==> config.mk <==
export PLATFORM = sky130hd
export DESIGN_NAME = icache_refill_module
export DESIGN_NICKNAME = d
export VERILOG_FILES = /design/src/rtl/icache_refill_module.sv
export SDC_FILE = /design/constraint.sdc
export NUM_CORES = 1
export LEC_CHECK = 0
export ABC_AREA = 1
export ABC_CLOCK_PERIOD_IN_PS = 2550
export BUFFER_PORTS_ARGS = -buffer_cell sky130_fd_sc_hd__clkbuf_2
export CAP_MARGIN = 20
export CORE_AREA = 2 2 270 272
export DETAILED_ROUTE_END_ITERATION = 16
export DIE_AREA = 0 0 272 274
export GPL_TIMING_DRIVEN = 0
export SETUP_SLACK_MARGIN = 0.1
export SYNTH_ARGS = -nofsm -noshare
export SYNTH_HDL_FRONTEND = slang
export SYNTH_SLANG_ARGS = --single-unit
==> constraint.sdc <==
create_clock -name clk -period 2.55 [get_ports clk]
set_input_delay 0.1275 -clock clk [delete_from_list [all_inputs] [get_ports clk]]
set_output_delay 0.1275 -clock clk [all_outputs]
set_load 0.05 [all_outputs]
==> src/rtl/icache_refill_module.sv <==
// Instruction-cache refill engine: one burst read per 64-byte line, eight beats
// assembled into a 512-bit line and returned to the icache as a one-cycle pulse.
module icache_refill_module #(
    parameter int BEAT_WIDTH  = 64,
    parameter int PADDR_WIDTH = 34
) (
    input  logic                    clk,
    input  logic                    rst_n,
    input  logic                    i_icache_mem_vld,
    input  logic [PADDR_WIDTH-1:0]  i_icache_mem_paddr,
    input  logic                    i_refill_flush,
    output logic                    o_refill_bus_req,
    output logic [PADDR_WIDTH-1:0]  o_refill_bus_addr,
    input  logic                    i_bus_refill_ack,
    input  logic                    i_bus_refill_rvld,
    input  logic [BEAT_WIDTH-1:0]   i_bus_refill_rdat,
    output logic                    o_mem_icache_vld,
    output logic [8*BEAT_WIDTH-1:0] o_mem_icache_data,
    output logic [PADDR_WIDTH-1:0]  o_mem_icache_paddr,
    output logic                    o_refill_busy,
    output logic [2:0]              dbg_state
);

    localparam logic [2:0] IDLE = 3'd0;
    localparam logic [2:0] REQ  = 3'd1;
    localparam logic [2:0] DATA = 3'd2;
    localparam logic [2:0] RESP = 3'd3;
    localparam logic [2:0] COOL = 3'd4;

    logic [2:0]              state;
    logic [2:0]              cnt;
    logic                    drop_q;
    logic [PADDR_WIDTH-1:0]  addr_q;
    logic [8*BEAT_WIDTH-1:0] line_q;

    // The byte offset within the line never matters; the whole line is fetched.
    logic paddr_offset_unused;
    assign paddr_offset_unused = ^i_icache_mem_paddr[5:0];

    // Bus handshake: o_refill_bus_req is held with a stable address until the
    // cycle where req & ack are both high; a beat is taken whenever rvld is high
    // in DATA (no back-pressure toward the bus).
    always_ff @(posedge clk) begin
        if (!rst_n) begin
            state  <= IDLE;
            cnt    <= 3'd0;
            drop_q <= 1'b0;
            addr_q <= '0;
            line_q <= '0;
        end else begin
            case (state)
                IDLE: begin
                    if (i_icache_mem_vld && !i_refill_flush) begin
                        addr_q <= {i_icache_mem_paddr[PADDR_WIDTH-1:6], 6'b0};
                        drop_q <= 1'b0;
                        state  <= REQ;
                    end
                end
                REQ: begin
                    if (i_refill_flush) drop_q <= 1'b1;
                    if (i_bus_refill_ack) begin
                        cnt   <= 3'd0;
                        state <= DATA;
                    end
                end
                DATA: begin
                    if (i_refill_flush) drop_q <= 1'b1;
                    if (i_bus_refill_rvld) begin
                        for (int k = 0; k < 8; k++) begin
                            if (cnt == 3'(k)) line_q[k*BEAT_WIDTH +: BEAT_WIDTH] <= i_bus_refill_rdat;
                        end
                        cnt <= cnt + 3'd1;
                        if (cnt == 3'd7) state <= RESP;
                    end
                end
                RESP: begin
                    if (i_refill_flush) drop_q <= 1'b1;
                    state <= COOL;
                end
                // COOL gives the icache write one cycle to land so the still-high
                // miss level is not mistaken for a new miss.
                COOL:    state <= IDLE;
                default: state <= IDLE;
            endcase
        end
    end

    assign o_refill_bus_req   = (state == REQ);
    assign o_refill_bus_addr  = addr_q;
    assign o_mem_icache_vld   = (state == RESP) && !drop_q && !i_refill_flush;
    assign o_mem_icache_data  = line_q;
    assign o_mem_icache_paddr = addr_q;
    assign o_refill_busy      = (state != IDLE);
    assign dbg_state          = state;

endmodule

==> Word-level counts from Yosys, hierarchy flattened <==
Cells that the tools add are included.
W data, S select, Z words.
{ "totals": {"mem_bits_rw": 0, "mem_bits_ro": 0, "word_cells": 62, "ff_bits": 547, "out_inout_bits": 586, "latch_bits": 0, "in_bits": 104, "n_memories": 0} }
{ "op_classes": {"shifts": 0, "div_mod_pow": 0, "eq_ne": 15, "multipliers": 0, "n_lt_le_gt_ge": 0, "n_addsub": 1, "n_reduce_logical": 23, "n_bitwise": 0, "muxes": 11} }
{ "ops": {"columns": ["cell", "count"], "rows": [
  ["$reduce_and A3 Y1", 10],
  ["$mux W3", 6],
  ["$eq A3 B2 Y1 const B", 4],
  ["$eq A3 B3 Y1 const B", 4],
  ["$pmux W3 S4", 1],
  ["$eq A3 B1 Y1 const B", 2],
  ["$logic_not A3 Y1", 2],
  ["$ne A2 B2 Y1 const B", 3],
  ["$pmux W3 S2", 1],
  ["$ne A2 B1 Y1 const B", 2],
  ["$reduce_and A4 Y1", 1],
  ["$reduce_bool A2 Y1", 2],
  ["$add A3 B1 Y3 const B", 1],
  ["$logic_and A1 B1 Y1", 3],
  ["$reduce_bool A3 Y1", 1],
  ["$reduce_or A3 Y1", 1],
  ["$logic_not A1 Y1", 2],
  ["$mux W1", 2],
  ["$pmux W1 S2", 1],
  ["$reduce_and A2 Y1", 1]
]} }

==> Longest topological paths before layout <==
{ "depth": {"ltp_word": 4, "mapped_depth": 8, "ltp_nobuf": 8} }

==> Worst setup path before layout <==
OpenSTA, ideal clock, no wires.
{ "synth_timing": {"path_type": "register -> output", "start": "register state[0], in the netlist dbg_state[0]", "end": "output o_mem_icache_vld", "path_slack_ps": 385, "arrival_time_ps": 2038, "path_buffers": 0, "path_stages_with_launch": 5, "required_ps": 2423, "cell_sequence": "dfxtp_1 > inv_1 > nor2_1 > nand2_1 > nor3_1"} }
{ "synth_via": {"elab_chain_cells": 3} }
{ "synth_rtl": {"columns": ["element", "line_no", "source"], "rows": [
  ["start: declaration", "30", "logic [2:0] state;"],
  ["start signal: assignment", "45", "state <= IDLE;"],
  ["start signal: assignment", "56", "state <= REQ;"],
  ["start signal: assignment", "63", "state <= DATA;"],
  ["$eq A3 B2 Y1", "90", "assign o_mem_icache_vld = (state == RESP) && !drop_q && !i_refill_flush;"],
  ["$logic_and A1 B1 Y1 (2 in series)", "90", null],
  ["end: declaration", "17", "output logic o_mem_icache_vld,"]
]} }
Every way passes these cells.

==> Final worst setup path <==
{ "layout_timing": {"start": "register state[2], in the netlist dbg_state[2]", "end": "register line_q[219], in the netlist o_mem_icache_data[219]"} }
{ "layout_via": {"elab_chain_cells": 2} }
{ "layout_rtl": {"columns": ["element", "line_no", "source"], "rows": [
  ["$eq A3 B2 Y1", "51", "case (state)"],
  ["$reduce_and A3 Y1 (no source line)", null, null],
  ["end signal: indexed assignment", "70", "if (cnt == 3'(k)) line_q[k*BEAT_WIDTH +: BEAT_WIDTH] <= i_bus_refill_rdat;"],
  ["end: declaration", "34", "logic [8*BEAT_WIDTH-1:0] line_q;"]
]} }
Every way passes these cells.
A chain may end at the register's enable or synchronous reset.

==> results.json <==
{
  "status": "completed",
  "max-cap-violations": 0,
  "cp_max_fo": 10,
  "antenna_found_initial": 4,
  "drt-total-wl_um": 91940,
  "num_io_pins": 690,
  "timing.final.crit_share": 0.8660,
  "place_area_sq_mm": 0.02424,
  "worstMarginPinSlew_ns": 1.078,
  "grt_pass1_wl_um": 130300,
  "cp_num_buf_inv": 3,
  "synth_area_sq_mm": 0.01994,
  "hold_class": "primary input to flop",
  "vias": 20440,
  "yosysSeqAreaShare": 0.5491,
  "irDropWorstVdd_mv": 0.5432,
  "cp_slowest_stage_delay_ns": 0.56,
  "ant_nets": 0,
  "drc": 0,
  "endpoint_kind": "flop",
  "grt_pass1_vias": 18770,
  "ys_warn_count": 0,
  "instances_no_fill": 4293,
  "rsz0062_at_grt": "no",
  "fillCellCount": 7626,
  "crit_path_cell_trace": "nor2_4, nand2_4, inv_4, nand3_1, buf_2, clkbuf_2, o21ai_1, a21oi_1",
  "syn_inst": 2544,
  "area.sequential_sq_mm": 0.01095,
  "rows": 99,
  "viasPerCell": 4.762,
  "dpl.hpwl_um": 66370,
  "gp_congestion": 0.9348,
  "core_area_sq_mm": 0.07197,
  "die_height_um": 274,
  "period_needed_ns": 2.208,
  "synth_cell_types": 25,
  "critical_path_class": "flop to flop",
  "slew_headroom": 0.2814,
  "initialDrtViolationCount": 1381,
  "cts_sinks": 547,
  "ctsLongestPathBuffers": 3,
  "p_leak_uw": 0.01177,
  "grt_usage": 0.2344,
  "grt-ovfl-total": 0,
  "wl_per_cell_um": 21.42,
  "worstSetupStartpointType": "flop",
  "synth_top_area_cell": "dfxtp_1",
  "synth_area_leaders": "dfxtp_1, nor2_1, a21oi_1",
  "critPathTopFamily": "buffers and inverters",
  "die_w_um": 272,
  "dieArea_sq_mm": 0.07453,
  "arrival_ns": 2.75,
  "max_freq_mhz": 452.8,
  "port-buffer-count": 606,
  "start_util": 0.2771,
  "clock_skew_ns": 0.01534,
  "final_cell_area_sq_mm": 0.02693,
  "clock_latency_ns": 0.61,
  "syn_area_per_cell_sq_um": 7.840,
  "insertedDiodeCount": 0,
  "grt_max_degree": 15,
  "area_growth_pct": 35.04,
  "clk_pin_slew_ns": 0.06,
  "drive_gt1_frac": 0.2582,
  "synth_top_area_frac": 0.5491,
  "finalSetupViolCount": 0,
  "cp.required_ns": 3.09,
  "cts_buffers": 60,
  "cts_root_buffer": "clkbuf_16",
  "nets": 3398,
  "htree_levels": 2,
  "placedCellCount": 4121,
  "final_max_slew_viol_count": 0,
  "p_per_area_mw_per_mm2": 829.6,
  "first_pass_iters": 5,
  "multiInputGateArea_sq_mm": 0.007062,
  "ys_seq_elements": 547,
  "cpMaxStageDelayCell": "buf_2",
  "cts_tree": "yes",
  "hold_viol": 0
}
worst paths after layout:
| path | from | endpoint | slack, ns | depth (start not counted) |
|---|---|---|---|---|
| worst max-delay path | dbg_state[2] | o_mem_icache_data[219] | 0.34 | 8 |
| worst min-delay path | i_bus_refill_rdat[43] | o_mem_icache_data[43] | 0.03 | 3 |
| worst max register to register | dbg_state[2] | o_mem_icache_data[219] | 0.34 | 8 |
| worst min register to register | o_mem_icache_data[244] | o_mem_icache_data[244] | 0.44 | 2 |
state kept, by name, indices dropped and copies added (netlist names):
register / count
o_mem_icache_paddr: 28
drop_q: 1
o_mem_icache_data: 512
cnt: 3
dbg_state: 3
synth_stat cells (all sizes together):
cell      n
nand3   200
a21oi   324
ha        6
nor2    450
nor3      8
conb      1
o21ai   350
buf     140
inv     150
clkbuf  156
a31oi     1
dfxtp   547
nand2   211
timing repair:
action	in CTS	in global routing
gates resized for setup	0	0
hold buffers	64	0
endpoints found under the hold margin	175	0
setup buffers	0	0
report_power, final:
part	switching, uW	total [uW]	internal (uW)
sequential	263	9120	8860
combinational	3180	4040	856
clock	3660	9180	5530
total	7100	22300	15200
layer usage:
metal | up-vias | part of all wire | GRT usage
met2 | 828 | 0.46 | 0.3831
met4 | 0 | 0.044 | 0.09688
li1 | 9688 | - | -
met3 | 173 | 0.070 | 0.04554
met1 | 9755 | 0.42 | 0.3028
met5 | - | 0 | 0
worst reg2reg max path: cells and delay by family, from the launching register on:
family / cells / cell delay, ns
buffers and inverters: 3 / 1.09
flip-flops: 1 / 0.46
AND/OR/NAND/NOR: 3 / 0.32
AO/OA/AOI/OAI: 2 / 0.27
final cells by class:
type / count / share of cell area
timing repair buffer: 671 / 0.1370
buffer: 296 / 0.05236
tap: 959 / 0.04455
clock inverter: 19 / 0.01134
multi-input combinational: 1562 / 0.2622
inverter: 150 / 0.02100
clock buffer: 89 / 0.06504
sequential: 547 / 0.4066
logic make-up (layout without fill, tap and decap cells):
family / after synthesis / in the layout / share of synthesized area
DFF: 547 / 547 / 0.5491
adders and majority gates: 6 / 6 / 0.003764
and+or+nand+nor: 869 / 869 / 0.1786
AOI/OAI and AO/OA: 675 / 675 / 0.1694
other: 1 / 12 / 0.0001880
buffers and inverters: 446 / 1225 / 0.09893
through the flow:
stage / setup TNS, ns / utilization / power [uW] / hold slack (ns) / setup slack [ns]
after floorplan: 0 / - / 11980 / 0.2624 / 0.3847
after global placement: -39.46 / 0.3365 / 13250 / 0.3544 / -0.5369
after detailed placement: -3.239 / 0.3368 / 13250 / 0.3565 / -0.2229
after CTS: 0 / 0.3742 / 22470 / 0.0009815 / 0.2416
after global routing: 0 / 0.3742 / 23080 / 0.003436 / 0.1735
final: 0 / 0.3742 / 22350 / 0.03136 / 0.3417
cell usage in the layout (no fill, tap or decap):
cell	Yosys	final
ha_1	6	6
nand3_2	1	1
nor3_1	5	5
a31oi_1	1	1
inv_4	1	1
nand2_4	1	1
nor2_1	448	448
a21oi_1	324	324
clkinv_2	0	8
clkbuf_2	6	614
clkbuf_1	150	164
buf_8	0	1
buf_2	93	93
clkinv_4	0	2
nor3_2	3	3
buf_1	1	1
nand2_2	1	1
o21ai_1	73	73
o21ai_0	277	277
nor2_4	1	1
bufinv_16	0	8
clkinvlp_4	0	1
inv_2	6	6
inv_1	143	143
conb_1	1	12
clkbuf_8	0	12
nand2_1	209	209
nor2_2	1	1
nand3_1	199	199
clkbuf_16	0	61
dfxtp_1	547	547
dlygate4sd3_1	0	64
buf_4	46	46
Power figures use the tool's default switching activity.
